[src/rtl/out_sync_pkg.sv]
// ============================================================================
// out_sync_pkg
// Shared constants, state/source encodings and helpers for out_sync_arbiter_node.
// Revision: 1.0
// ============================================================================
`default_nettype none

package out_sync_pkg;

    localparam int OP_MSB = 11;
    localparam int OP_LSB = 8;

    localparam logic [3:0] REQ_OP_DEFAULT = 4'h2;

    typedef enum logic [0:0] {
        IDLE = 1'b0,
        SEND = 1'b1
    } state_e;

    typedef enum logic [2:0] {
        SRC_P0   = 3'd0,
        SRC_P1   = 3'd1,
        SRC_P2   = 3'd2,
        SRC_P3   = 3'd3,
        SRC_TASK = 3'd4
    } src_e;

    function automatic logic [3:0] onehot4(input logic [1:0] idx);
        return 4'b0001 << idx;
    endfunction

endpackage

`default_nettype wire

[src/rtl/rr_arbiter4.sv]
// ============================================================================
// rr_arbiter4
// Combinational 4-way arbiter: round-robin from ptr, or fixed order 1,0,2,3
// when OUT_SYNC_FIXED_PRIO_EN is defined. Masked requests never win.
// Revision: 1.0
// ============================================================================
`default_nettype none

module rr_arbiter4
    import out_sync_pkg::*;
(
    input  logic [3:0] req,
    input  logic [3:0] mask,
    input  logic [1:0] ptr,
    output logic [3:0] gnt,
    output logic [1:0] idx,
    output logic       any
);

    logic [3:0] w_elig;
    logic [1:0] w_cand;

    assign w_elig = req & ~mask;

`ifdef OUT_SYNC_FIXED_PRIO_EN
    // Legacy order packed lowest-priority-last: 1, 0, 2, 3.
    localparam logic [7:0] c_fixed_order = {2'd3, 2'd2, 2'd0, 2'd1};

    logic w_unused_ptr;
    assign w_unused_ptr = ^ptr;

    always_comb begin
        gnt    = 4'b0000;
        idx    = 2'd0;
        any    = 1'b0;
        w_cand = 2'd0;
        for (int k = 0; k < 4; k++) begin
            w_cand = c_fixed_order[2*k +: 2];
            if (!any && w_elig[w_cand]) begin
                any = 1'b1;
                idx = w_cand;
                gnt = onehot4(w_cand);
            end
        end
    end
`else
    always_comb begin
        gnt    = 4'b0000;
        idx    = 2'd0;
        any    = 1'b0;
        w_cand = ptr;
        for (int k = 0; k < 4; k++) begin
            w_cand = ptr + 2'(k);
            if (!any && w_elig[w_cand]) begin
                any = 1'b1;
                idx = w_cand;
                gnt = onehot4(w_cand);
            end
        end
    end
`endif

endmodule

`default_nettype wire

[src/rtl/out_sync_arbiter_node.sv]
// ============================================================================
// out_sync_arbiter_node
// Registered, handshaked arbiter for the node output word (peripherals over
// scheduler task). Optional macro: OUT_SYNC_FIXED_PRIO_EN (fixed priority).
// Revision: 1.0
// ============================================================================
`default_nettype none

module out_sync_arbiter_node
    import out_sync_pkg::*;
#(
    parameter logic [3:0] REQ_OP      = REQ_OP_DEFAULT,
    parameter int         STALL_LIMIT = 16
) (
    input  logic        clk,
    input  logic        rst_n,
    input  logic [7:0]  next_task,
    input  logic        next_task_valid,
    input  logic [15:0] peripheral0,
    input  logic [15:0] peripheral1,
    input  logic [15:0] peripheral2,
    input  logic [15:0] peripheral3,
    input  logic        out_ready,
    output logic [15:0] out,
    output logic        out_valid,
    output logic [3:0]  grant,
    output logic        next_task_ack,
    output logic        stall
);

    localparam int                 c_cnt_w   = $clog2(STALL_LIMIT + 1);
    localparam logic [c_cnt_w-1:0] c_cnt_max = c_cnt_w'(STALL_LIMIT);

    state_e              state_q, state_d;
    src_e                src_q, src_d;
    logic [15:0]         out_q, out_d;
    logic [c_cnt_w-1:0]  stall_cnt_q, stall_cnt_d;
    logic                stall_q, stall_d;

    logic [15:0] w_periph [4];
    logic [3:0]  w_req;
    logic [3:0]  w_mask;
    logic [1:0]  w_ptr_eff;
    logic [3:0]  w_arb_gnt;
    logic [1:0]  w_arb_idx;
    logic        w_arb_any;
    logic        w_accept;
    logic        w_served_task;
    logic        w_served_periph;
    logic        w_task_ok;
    logic        w_arbitrate;

    assign w_periph[0] = peripheral0;
    assign w_periph[1] = peripheral1;
    assign w_periph[2] = peripheral2;
    assign w_periph[3] = peripheral3;

    always_comb begin
        w_req = 4'b0000;
        for (int i = 0; i < 4; i++) begin
            w_req[i] = (w_periph[i][OP_MSB:OP_LSB] == REQ_OP);
        end
    end

    // Reset gates the handshake so a word held across reset is never acknowledged.
    assign w_accept        = rst_n & (state_q == SEND) & out_ready;
    assign w_served_task   = w_accept & (src_q == SRC_TASK);
    assign w_served_periph = w_accept & (src_q != SRC_TASK);
    assign w_arbitrate     = (state_q == IDLE) | w_accept;

    // The served source still shows its request this cycle, so keep it out.
    assign w_mask    = w_served_periph ? onehot4(src_q[1:0]) : 4'b0000;
    assign w_task_ok = next_task_valid & ~w_served_task;

    assign grant         = w_served_periph ? onehot4(src_q[1:0]) : 4'b0000;
    assign next_task_ack = w_served_task;

`ifdef OUT_SYNC_FIXED_PRIO_EN
    assign w_ptr_eff = 2'd0;
`else
    logic [1:0] ptr_q, ptr_d;

    assign w_ptr_eff = w_served_periph ? (src_q[1:0] + 2'd1) : ptr_q;
    assign ptr_d     = w_ptr_eff;

    always_ff @(posedge clk) begin
        if (!rst_n) begin
            ptr_q <= 2'd0;
        end else begin
            ptr_q <= ptr_d;
        end
    end
`endif

    rr_arbiter4 u_arb (
        .req  (w_req),
        .mask (w_mask),
        .ptr  (w_ptr_eff),
        .gnt  (w_arb_gnt),
        .idx  (w_arb_idx),
        .any  (w_arb_any)
    );

    always_comb begin
        state_d     = state_q;
        src_d       = src_q;
        out_d       = out_q;
        stall_cnt_d = stall_cnt_q;
        stall_d     = stall_q;

        if (w_arbitrate) begin
            if (w_arb_any) begin
                state_d = SEND;
                src_d   = src_e'({1'b0, w_arb_idx});
                out_d   = w_periph[w_arb_idx];
            end else if (w_task_ok) begin
                state_d = SEND;
                src_d   = SRC_TASK;
                out_d   = {8'h00, next_task};
            end else begin
                state_d = IDLE;
            end
        end

        // Saturating count of consecutive unaccepted SEND cycles.
        if ((state_q == SEND) && !out_ready) begin
            if (stall_cnt_q != c_cnt_max) begin
                stall_cnt_d = stall_cnt_q + 1'b1;
            end
            if (stall_cnt_q == (c_cnt_max - 1'b1)) begin
                stall_d = 1'b1;
            end
        end else begin
            stall_cnt_d = '0;
        end
    end

    always_ff @(posedge clk) begin
        if (!rst_n) begin
            state_q     <= IDLE;
            src_q       <= SRC_P0;
            out_q       <= 16'h0000;
            stall_cnt_q <= '0;
            stall_q     <= 1'b0;
        end else begin
            state_q     <= state_d;
            src_q       <= src_d;
            out_q       <= out_d;
            stall_cnt_q <= stall_cnt_d;
            stall_q     <= stall_d;
        end
    end

    logic w_unused_grant_vec;
    assign w_unused_grant_vec = ^w_arb_gnt;

    assign out       = out_q;
    assign out_valid = (state_q == SEND);
    assign stall     = stall_q;

endmodule

`default_nettype wire

[config.mk]
export PLATFORM = sky130hd
export DESIGN_NAME = out_sync_arbiter_node
export DESIGN_NICKNAME = d
export VERILOG_FILES = /design/src/rtl/out_sync_pkg.sv /design/src/rtl/rr_arbiter4.sv /design/src/rtl/out_sync_arbiter_node.sv
export SDC_FILE = /design/constraint.sdc
export NUM_CORES = 1
export LEC_CHECK = 0
export BUFFER_PORTS_ARGS = -buffer_cell sky130_fd_sc_hd__buf_2
export CAP_MARGIN = 30
export CORE_UTILIZATION = 40
export DETAILED_ROUTE_END_ITERATION = 12
export GPL_TIMING_DRIVEN = 0
export PLACE_DENSITY = 0.7
export SLEW_MARGIN = 5
export SYNTH_ARGS = -nofsm -noshare
export SYNTH_HDL_FRONTEND = slang
export SYNTH_HIERARCHICAL = 1
export SYNTH_SLANG_ARGS = --single-unit
[constraint.sdc]
create_clock -name clk -period 8.8 [get_ports clk]
set_clock_uncertainty 0.1 [all_clocks]
set_input_delay 0.88 -clock clk [delete_from_list [all_inputs] [get_ports clk]]
set_output_delay 0.88 -clock clk [all_outputs]
set_load 0.01 [all_outputs]
# Word level (Yosys, flattened, before mapping)

Index checks and enable logic that the tools add are counted.

Register bits: 28
Input port bits: 76
Output and inout bits: 23

$add $sub $neg: 5
Order comparisons: 5
Equality and inequality tests: 8
Shifts and indexed selects: 1
Muxes and demuxes: 27
Bitwise gates (word level): 11
Reductions and logical operators: 12

Operators with widths:

| operator            | count |
|---|---|
| $mux 16             | 4 |
| $bmux 16 s2         | 1 |
| $eq 4x2->1 const B  | 4 |
| $lt 2x3->1 const B  | 4 |
| $mux 1              | 10 |
| $mux 2              | 5 |
| $bmux 1 s2          | 4 |
| $mux 3              | 2 |
| $reduce_and 2->1    | 3 |
| $add 5x1->5 const B | 1 |
| $and 1x1->1         | 5 |
| $eq 5x4->1 const B  | 1 |
| $ne 5x5->1 const B  | 1 |
| $add 2x1->2 const B | 2 |
| $add 2x2->2 const B | 2 |
| $and 4x4->4         | 1 |
| $logic_and 1x1->1   | 4 |
| $logic_not 1->1     | 4 |
| $mux 4              | 1 |
| $not 4->4           | 1 |
| $shl 1x2->4 const A | 1 |
| $eq 3x3->1 const B  | 1 |
| $ge 3x3->1 const B  | 1 |
| $ne 3x3->1 const B  | 1 |
| other kinds (4)     | 5 |

# Depth between registers and ports, before layout

Gate-level depths: netlist of the first run.

Depth in word-level cells: 23
Gate-level depth with buffers: 16

# By module

Netlist of the first run, hierarchy kept.

Modules (own cells, without submodules):

| module                | instances | cells each | area an instance (µm²) | sequential area each (µm²) |
|---|---|---|---|---|
| out_sync_arbiter_node | 1         | 184        | 1,736.7                | 560.5 |
| rr_arbiter4           | 1         | 61         | 480.5                  | 0.0 |

# Least setup slack after synthesis of the first run

No wires, ideal clock.

Path type: in2reg
Start point: input out_ready
End point: register out_q[10] (netlist: out[10])
Library setup time: 0.118 ns
Arrival time: 3.834 ns
Required time: 8.582 ns
Slack: 4.747 ns
Stages: 14
Buffers on the path: 2
Path through: nand3_1 > a21oi_1 > mux2_2 > inv_1 > ha_1 > buf_1 > mux4_2 > nor2_4 > o21ai_0 > o21ai_1 > buf_2 > mux4_2 > a22oi_1 > nor2b_1

Elaborated cells between the ends (all ways): 42
Classes of those cells: 3 x add/sub; 22 x mux; 9 x bitwise; 8 x reduce/logical

RTL lines:

| item                                                 | line                         | RTL |
|---|---|---|
| start: declaration                                   | out_sync_arbiter_node.sv:23  | `input logic out_ready,` |
| $and 1x1->1 *                                        | out_sync_arbiter_node.sv:66  | `assign w_accept = rst_n & (state_q == SEND) & out_ready;` |
| $and 1x1->1 *                                        | out_sync_arbiter_node.sv:68  | `assign w_served_periph = w_accept & (src_q != SRC_TASK);` |
| $mux 2 *                                             | out_sync_arbiter_node.sv:83  | `assign w_ptr_eff = w_served_periph ? (src_q[1:0] + 2'd1) : ptr_q;` |
| named net ptr_d[0]                                   | out_sync_arbiter_node.sv:81  | `logic [1:0] ptr_q, ptr_d;` |
| branches (longest 11 deep; another with $add 2x1->2) | --                           |  |
| $mux 2 *                                             | rr_arbiter4.sv:54            | `if (!any && w_elig[w_cand]) begin` |
| named net w_arb_idx[0]                               | out_sync_arbiter_node.sv:45  | `logic [1:0] w_arb_idx;` |
| $not 2->3 (implied by the code) *                    | out_sync_arbiter_node.sv:115 | `out_d = w_periph[w_arb_idx];` |
| $bmux 16 s2 *                                        | out_sync_arbiter_node.sv:115 |  |
| $mux 16 (implied by the code) * (2 in a row)         | out_sync_arbiter_node.sv:115 |  |
| $mux 16 *                                            | out_sync_arbiter_node.sv:112 | `if (w_arb_any) begin` |
| end signal: assignment                               | out_sync_arbiter_node.sv:148 | `out_q <= out_d;` |
| end: declaration                                     | out_sync_arbiter_node.sv:36  | `logic [15:0] out_q, out_d;` |

Mark *: on every way through the listed nets, which the timed path passes. The select of a mux whose other input is x is not followed.
A chain may end at the register's enable or synchronous reset.

# Worst setup path after layout of the first run

Start point: input rst_n
End point: register out_q[10] (netlist: out[10])

Elaborated cells between the ends (all ways): 43
Classes of those cells: 3 x add/sub; 22 x mux; 10 x bitwise; 8 x reduce/logical

RTL lines:

| item                                                 | line                         | RTL |
|---|---|---|
| start: declaration                                   | out_sync_arbiter_node.sv:16  | `input logic rst_n,` |
| $and 1x1->1 * (2 in a row)                           | out_sync_arbiter_node.sv:66  |  |
| $and 1x1->1 *                                        | out_sync_arbiter_node.sv:68  |  |
| $mux 2 *                                             | out_sync_arbiter_node.sv:83  |  |
| named net ptr_d[0]                                   | out_sync_arbiter_node.sv:81  |  |
| branches (longest 11 deep; another with $add 2x1->2) | --                           |  |
| $mux 2 *                                             | rr_arbiter4.sv:54            |  |
| named net w_arb_idx[0]                               | out_sync_arbiter_node.sv:45  |  |
| $not 2->3 (implied by the code) *                    | out_sync_arbiter_node.sv:115 |  |
| $bmux 16 s2 *                                        | out_sync_arbiter_node.sv:115 |  |
| $mux 16 (implied by the code) * (2 in a row)         | out_sync_arbiter_node.sv:115 |  |
| $mux 16 *                                            | out_sync_arbiter_node.sv:112 |  |

Marks and branches as above.

==> key figures, run 1 <==
Global route
  – Largest net degree at the start of global routing: 15
  – Vias in the first global route: 2008
  – Gr usage total: 0.2037
  – Met1 GRT Util: 0.2460
  – Initial antenna violation count: 0
  – First-pass GRT wire length: 8673 µm
  – GR peak layer: met2
  – Met3 Usage GRT: 0.04878
  – Grt ovf: 0
  – Met2 Use GR: 0.3687

Worst setup path
  – Worst Path Arrival: ~4.3 ns
  – CP max-delay cell: mux4_2
  – CP Max Fanout: 10
  – Worst path bufs/invs: 4
  – Reg-to-reg startpoint: src_q[0]
  – Critical path launch point type: input port
  – Largest stage delay, worst path: about 0.57 ns
  – Crit. path cell count: 15
  – Crit path required time: 8.87 ns
  – CP Capture Point: out[10]
  – Worst R2R Setup Slack: 4.78 ns
  – CP Capture Type: flop
  – RR Endpoint: out[10]
  – R2R cell count: 15
  – CP Cell Sequence: buf_2 -> nand3_1 -> a21oi_1 -> mux2_2 -> inv_1 -> ha_1 -> buf_1 -> mux4_2 -> nor2_4 -> o21ai_0 -> o21ai_1 -> buf_2 -> mux4_2 -> a22oi_1 -> nor2b_1
  – Delay-heaviest family, CP: multiplexers
  – Crit Path Class: input port to flop
  – Worst setup startpoint: rst_n

Clock tree
  – Setup bufs post-CTS: 0
  – Cts bufs inserted: 3
  – PostCTS Resize Cnt: 0
  – Clk_lat worst skew: about 0.27 ns
  – Root Driver: clkbuf_8
  – CTS H-tree depth: 1
  – CTS tree: built
  – # clock sinks: 28
  – CTS max path bufs: 2
  – Clock slew at reported path FFs: 0.09 ns
  – Hold_buf cts: 0

Floorplanning
  – Initial Util: 0.4284
  – Core ar.: 4848 µm²
  – Io pins: 99
  – Row count: 25
  – Die Width: 74.06 µm
  – Die Area: 5485 µm²
  – Die height: 74.06 µm

Timing
  – RSZ-0062 raised after global routing: false
  – Max Fclk: between 200 and 250 MHz
  – Worst Hold Margin: 0.3719 ns
  – Final hold violations: 0
  – Fin crit period: 4.200 ns
  – Slew of the pin with the lowest slew margin: 0.5479 ns
  – Final clock period utilization by the worst path: 0.4772
  – Relative slew margins: 0.6319
  – Final Setup Violations: 0
  – Setup TNS: 0 ns
  – Slew Limit Fails: 0

Placement
  – Dpl hpwl: 4314 µm
  – Placed Area: 2651 µm²
  – Placed cells: 388
  – GP Congestion: 0.8415
  – IO buf count: 98

Synth
  – Syn. warnings: 6
  – Mapped cell area: between 2000 and 2500 µm²
  – Synth Area per Inst: 9.314 µm²
  – Syn_nets: 307
  – Mapped Cells: 223

Cells and area
  – Fill count: 448
  – # nets final: 410
  – Fin cells: 391
  – Area Growth Syn to Fin: 29.64%
  – Final Cell Area: ~2700 µm²
  – ANT cells: 0
  – Share of cells above drive strength 1: 0.4259

Detailed routing
  – Total Routed Length: between 5000 and 6000 µm
  – DR vias: 2071
  – Vias per cell: roughly 5.3
  – Routed Antenna Nets: 0
  – Drt pass-1 iters: 4
  – # DRC: 0
  – DRC marker count from the first detailed-route iteration: 116
  – Routed len/inst: 13.57 µm

Min path
  – Min-delay worst type: flop to flop

Flow run
  – MaxCap Viol Count: 0

Power
  – Leak: 0.001214 µW
  – Power density cells: approximately 110 nW/µm²
  – Maximum vdd drop: 0.08311 mV

Outcome
  – Status: completed
==> how the worst min path moves through the flow <==
stage | slack [ns] | start | cells past startpoint | end
6_report | 0.37 | stall | 2 | stall
5_1_grt | 0.41 | stall | 2 | stall
4_1_cts | 0.37 | stall | 2 | stall
3_5_place_dp | 0.35 | stall | 2 | stall
3_3_place_gp | 0.34 | stall | 2 | stall
2_1_floorplan | 0.39 | stall | 2 | stall
==> routing by layer <==
layer,routed length [µm],share of wire
met1,2375,0.45
met2,2616,0.49
met5,0,0
met3,286,0.054
met4,26,0.0049
==> power breakdown <==
part / total [µW] / internal (µW) / switching (µW)
Combinational: 102 / 51.5 / 50.7
Sequential: 139 / 135 / 4.36
Clock: 67.2 / 30.7 / 36.5
Total: 308 / 217 / 91.5
==> tightest hold or removal path, delay by kind of cell, from the launching register on <==
kind	cells	cell delay, ns
AND/OR/NAND/NOR	1	0.05
AO/OA/AOI/OAI	1	0.06
flip-flops	1	0.34
==> registers in the layout (all words and copies together), names as in the netlist <==
signal and count:
out_valid 1, out 16, src_q 3, ptr_q 2, stall_cnt_q 5, stall 1
==> stage by stage <==
step,utilization,total power [µW],worst slack [ns]
6_report,0.5554,308.5,4.600
5_1_grt,0.5554,329.0,4.299
4_1_cts,0.5554,312.6,4.564
3_5_place_dp,0.5468,244.5,4.266
3_3_place_gp,0.5468,242.9,4.304
2_1_floorplan,-,206.8,4.875
==> layout make-up <==
class / instances / area [µm²] / area share
multi-input combinational: 163 / 1373 / 0.5098
sequential: 28 / 560.5 / 0.2082
timing repair buffer: 98 / 490.5 / 0.1822
tap: 67 / 83.83 / 0.03113
buffer: 14 / 76.32 / 0.02835
inverter: 18 / 67.56 / 0.02509
clock buffer: 3 / 41.29 / 0.01533
==> layout by cell type, fill, tap and decap left out, types with 8 or more instances in the layout <==
| cell type | n |
|---|---|
| a21oi_1 | 18 |
| a22oi_1 | 10 |
| buf_2 | 105 |
| dfxtp_1 | 28 |
| ha_1 | 8 |
| inv_1 | 18 |
| mux2_2 | 10 |
| mux2i_1 | 12 |
| mux4_2 | 12 |
| nor2_1 | 9 |
| nor2b_1 | 16 |
| o21ai_0 | 11 |
| o22ai_1 | 9 |
(Power assumes the default switching activity.)
==> inputs of run 2 (changes only) <==
Settings changed: ABC_AREA set to 1, PLACE_DENSITY 0.7 to 0.71.
Clock period 8.8 ns to 3.5 ns, I/O delays scaled along.
==> key figures, run 2 <==
Timing
  – Fin crit period: ~3.3 ns
  – Slew of the pin with the lowest slew margin: 0.4693 ns (was 0.5479 ns)
  – Final hold violations: 0 (unchanged)
  – Final clock period utilization by the worst path: 0.9334
  – Final setup margin: 0.2329 ns (was 4.600 ns)
  – Relative slew margins: 0.6842 (was 0.6319)
  – Final Setup Violations: 0 (unchanged)
  – Slew Limit Fails: 0 (unchanged)
  – Max Fclk: ~310 MHz

Clock tree
  – # clock sinks: 28 (unchanged)
  – CTS H-tree depth: 1 (unchanged)
  – Hold_buf cts: 0 (unchanged)
  – CTS tree: built (unchanged)
  – Cts bufs inserted: 3 (unchanged)
  – Clock slew at reported path FFs: 0.10 ns (was 0.09 ns)
  – Root Driver: clkbuf_8 (unchanged)
  – CTS max path bufs: 2 (unchanged)
  – Clk_lat worst skew: 0.28 ns (was 0.27 ns)

Worst setup path
  – R2R cell count: 23 (was 15)
  – RR Endpoint: out[8] (was out[10])
  – CP Capture Point: out[8] (was out[10])
  – CP Max Fanout: 7 (was 10)
  – Worst Path Arrival: 3.34 ns (was 4.27 ns)
  – Worst R2R Setup Slack: 0.23 ns (was 4.78 ns)
  – CP max-delay cell: dfxtp_4 (was mux4_2)
  – CP Cell Sequence: inv_4 -> ha_4 -> nand2_2 -> nand4_1 -> nand2_1 -> o21ai_2 -> inv_2 -> inv_4 -> ha_4 -> inv_4 -> nand3_2 -> nand2_4 -> nand2_4 -> nor2_8 -> nand3_1 -> nand2_1 -> buf_6 -> clkinvlp_4 -> clkbuf_16 -> o21ai_1 -> o21ai_0 -> nand2_1 -> a21oi_1 (was buf_2 -> nand3_1 -> a21oi_1 -> mux2_2 -> inv_1 -> ha_1 -> buf_1 -> mux4_2 -> nor2_4 -> o21ai_0 -> o21ai_1 -> buf_2 -> mux4_2 -> a22oi_1 -> nor2b_1)
  – CP Capture Type: flop (unchanged)
  – Crit path required time: 3.57 ns (was 8.87 ns)
  – Largest stage delay, worst path: 0.38 ns (was 0.57 ns)
  – Worst setup startpoint: src_q[0] (was rst_n)
  – Critical path launch point type: flop (was input port)
  – Reg-to-reg startpoint: src_q[0] (unchanged)
  – Crit Path Class: flop to flop (was input port to flop)

Detailed routing
  – Routed len/inst: 11.23 µm (was 13.57 µm)
  – DRC marker count from the first detailed-route iteration: 115 (was 116)
  – Drt pass-1 iters: 4 (unchanged)
  – Total Routed Length: 6523 µm (was 5305 µm)
  – # DRC: 0 (unchanged)
  – DR vias: 2709 (was 2071)
  – Routed Antenna Nets: 0 (unchanged)
  – Vias per cell: 4.663 (was 5.297)

Floorplanning
  – Die Width: 77.60 µm (was 74.06 µm)
  – Row count: 27 (was 25)
  – Core ar.: 5507 µm² (was 4848 µm²)
  – Initial Util: 0.4151 (was 0.4284)
  – Die Area: 6021 µm² (was 5485 µm²)
  – Io pins: 99 (unchanged)
  – Die height: 77.60 µm (was 74.06 µm)

Cells and area
  – Fill count: 566 (was 448)
  – # nets final: 594 (was 410)
  – Commonest non-fill, non-tap cell in the layout: nand2_1 (was buf_2)
  – ANT cells: 0 (unchanged)
  – Multi-input combinational cell area: 1446 µm² (was 1373 µm²)
  – Commonest non-fill, non-tap cells in the layout: nand2_1, buf_2, inv_1 (was buf_2, dfxtp_1, inv_1, a21oi_1, nor2b_1)
  – Register area: 565.5 µm² (was 560.5 µm²)
  – Max reg flops: 16 (unchanged)
  – Area Growth Syn to Fin: 36.95% (was 29.64%)
  – Share of cells above drive strength 1: 0.3202 (was 0.4259)

Global route
  – Grt ovf: 0 (unchanged)
  – Initial antenna violation count: 0 (unchanged)
  – Gr usage total: 0.2199 (was 0.2037)
  – First-pass GRT wire length: 10780 µm (was 8673 µm)
  – Vias in the first global route: 2440 (was 2008)
  – Largest net degree at the start of global routing: 17 (was 15)

Outcome
  – Status: completed (unchanged)

Synth
  – Mapped cell area: 2286 µm² (was 2077 µm²)
  – Synth Area per Inst: 5.758 µm² (was 9.314 µm²)
  – Syn. warnings: 6 (unchanged)
  – Mapped Cells: 397 (was 223)
  – Syn_nets: 481 (was 307)

Placement
  – Dpl hpwl: 5004 µm (was 4314 µm)
  – GP Congestion: 0.9457 (was 0.8415)
  – IO buf count: 98 (unchanged)
  – Dpl ws: -0.4946 ns (was 4.266 ns)

Power
  – Leak: 0.001751 µW (was 0.001214 µW)
  – Maximum vdd drop: 0.2233 mV (was 0.08311 mV)
  – Final Power: 1397 µW (was 308.5 µW)
  – Power density cells: 446.3 nW/µm² (was 114.6 nW/µm²)

Min path
  – Min-delay worst type: input port to flop (was flop to flop)

Flow run
  – MaxCap Viol Count: 0 (unchanged)
-- run 2: cell type report --
| type | count | share of cell area |
|---|---|---|
| plain buffers | 16 | 0.03917 |
| clock buffers | 3 | 0.01319 |
| clock inverters | 1 | 0.009592 |
| inverters | 62 | 0.07914 |
| multi-input cells | 291 | 0.4620 |
| flip-flops and latches | 28 | 0.1807 |
| well taps | 72 | 0.02878 |
| repair buffers | 108 | 0.1875 |
-- run 2: repair_timing --
item / in CTS / in global routing
pin swaps: 1 / 8
gates cloned: 0 / 2
resized for setup: 18 / 27
buffers inserted: 1 / 7
endpoints found under the hold margin: 0 / 0
endpoints found under the setup margin: 20 / 18
-- run 2: how the worst min path moves through the flow --
stage,cells after the start,slack [ns],end,startpoint
finish,3,0.27,stall_cnt_q[4],rst_n
global route,3,0.28,stall_cnt_q[4],rst_n
CTS,3,0.26,stall_cnt_q[4],rst_n
detailed placement,2,0.34,src_q[2],src_q[2]
global placement,2,0.34,src_q[2],src_q[2]
floorplan,2,0.33,src_q[2],src_q[2]
-- run 2: through the flow --
stage                     hold slack [ns]  cell area [µm²]  utilization  TNS [ns]  cells
after detailed placement           0.3441             2867       0.5206    -6.365    567
after global placement             0.3386             2867       0.5206    -6.277    567
after global routing               0.2750             3131       0.5685  -0.05396    581
final                              0.2669             3131       0.5685         0    581
after floorplan                    0.3289             2286            -         0    397
after CTS                          0.2617             2980       0.5412         0    572
-- run 2: power by group --
part	internal [µW]	total (µW)	switching [µW]	leakage [µW]
logic	301	736	434	0.00148
clock network	153	259	106	0.0000357
registers	373	402	29.6	0.000231
-- run 2: critical path: cells and delay by family (launching register included) --
kind	cells	cell delay [ns]
and+or+nand+nor	10	1.01
DFF	1	0.38
adders and majority gates	2	0.42
AOI/OAI and AO/OA	4	0.42
buffers and inverters	7	0.83
-- run 2: metal layers --
layer  share of wire  up-vias  global-route usage
met5               0        -                   0
li1                -     1445                   -
met3           0.060        7             0.03529
met1            0.47     1170              0.2822
met4          0.0077        0             0.03962
met2            0.47       87              0.3876
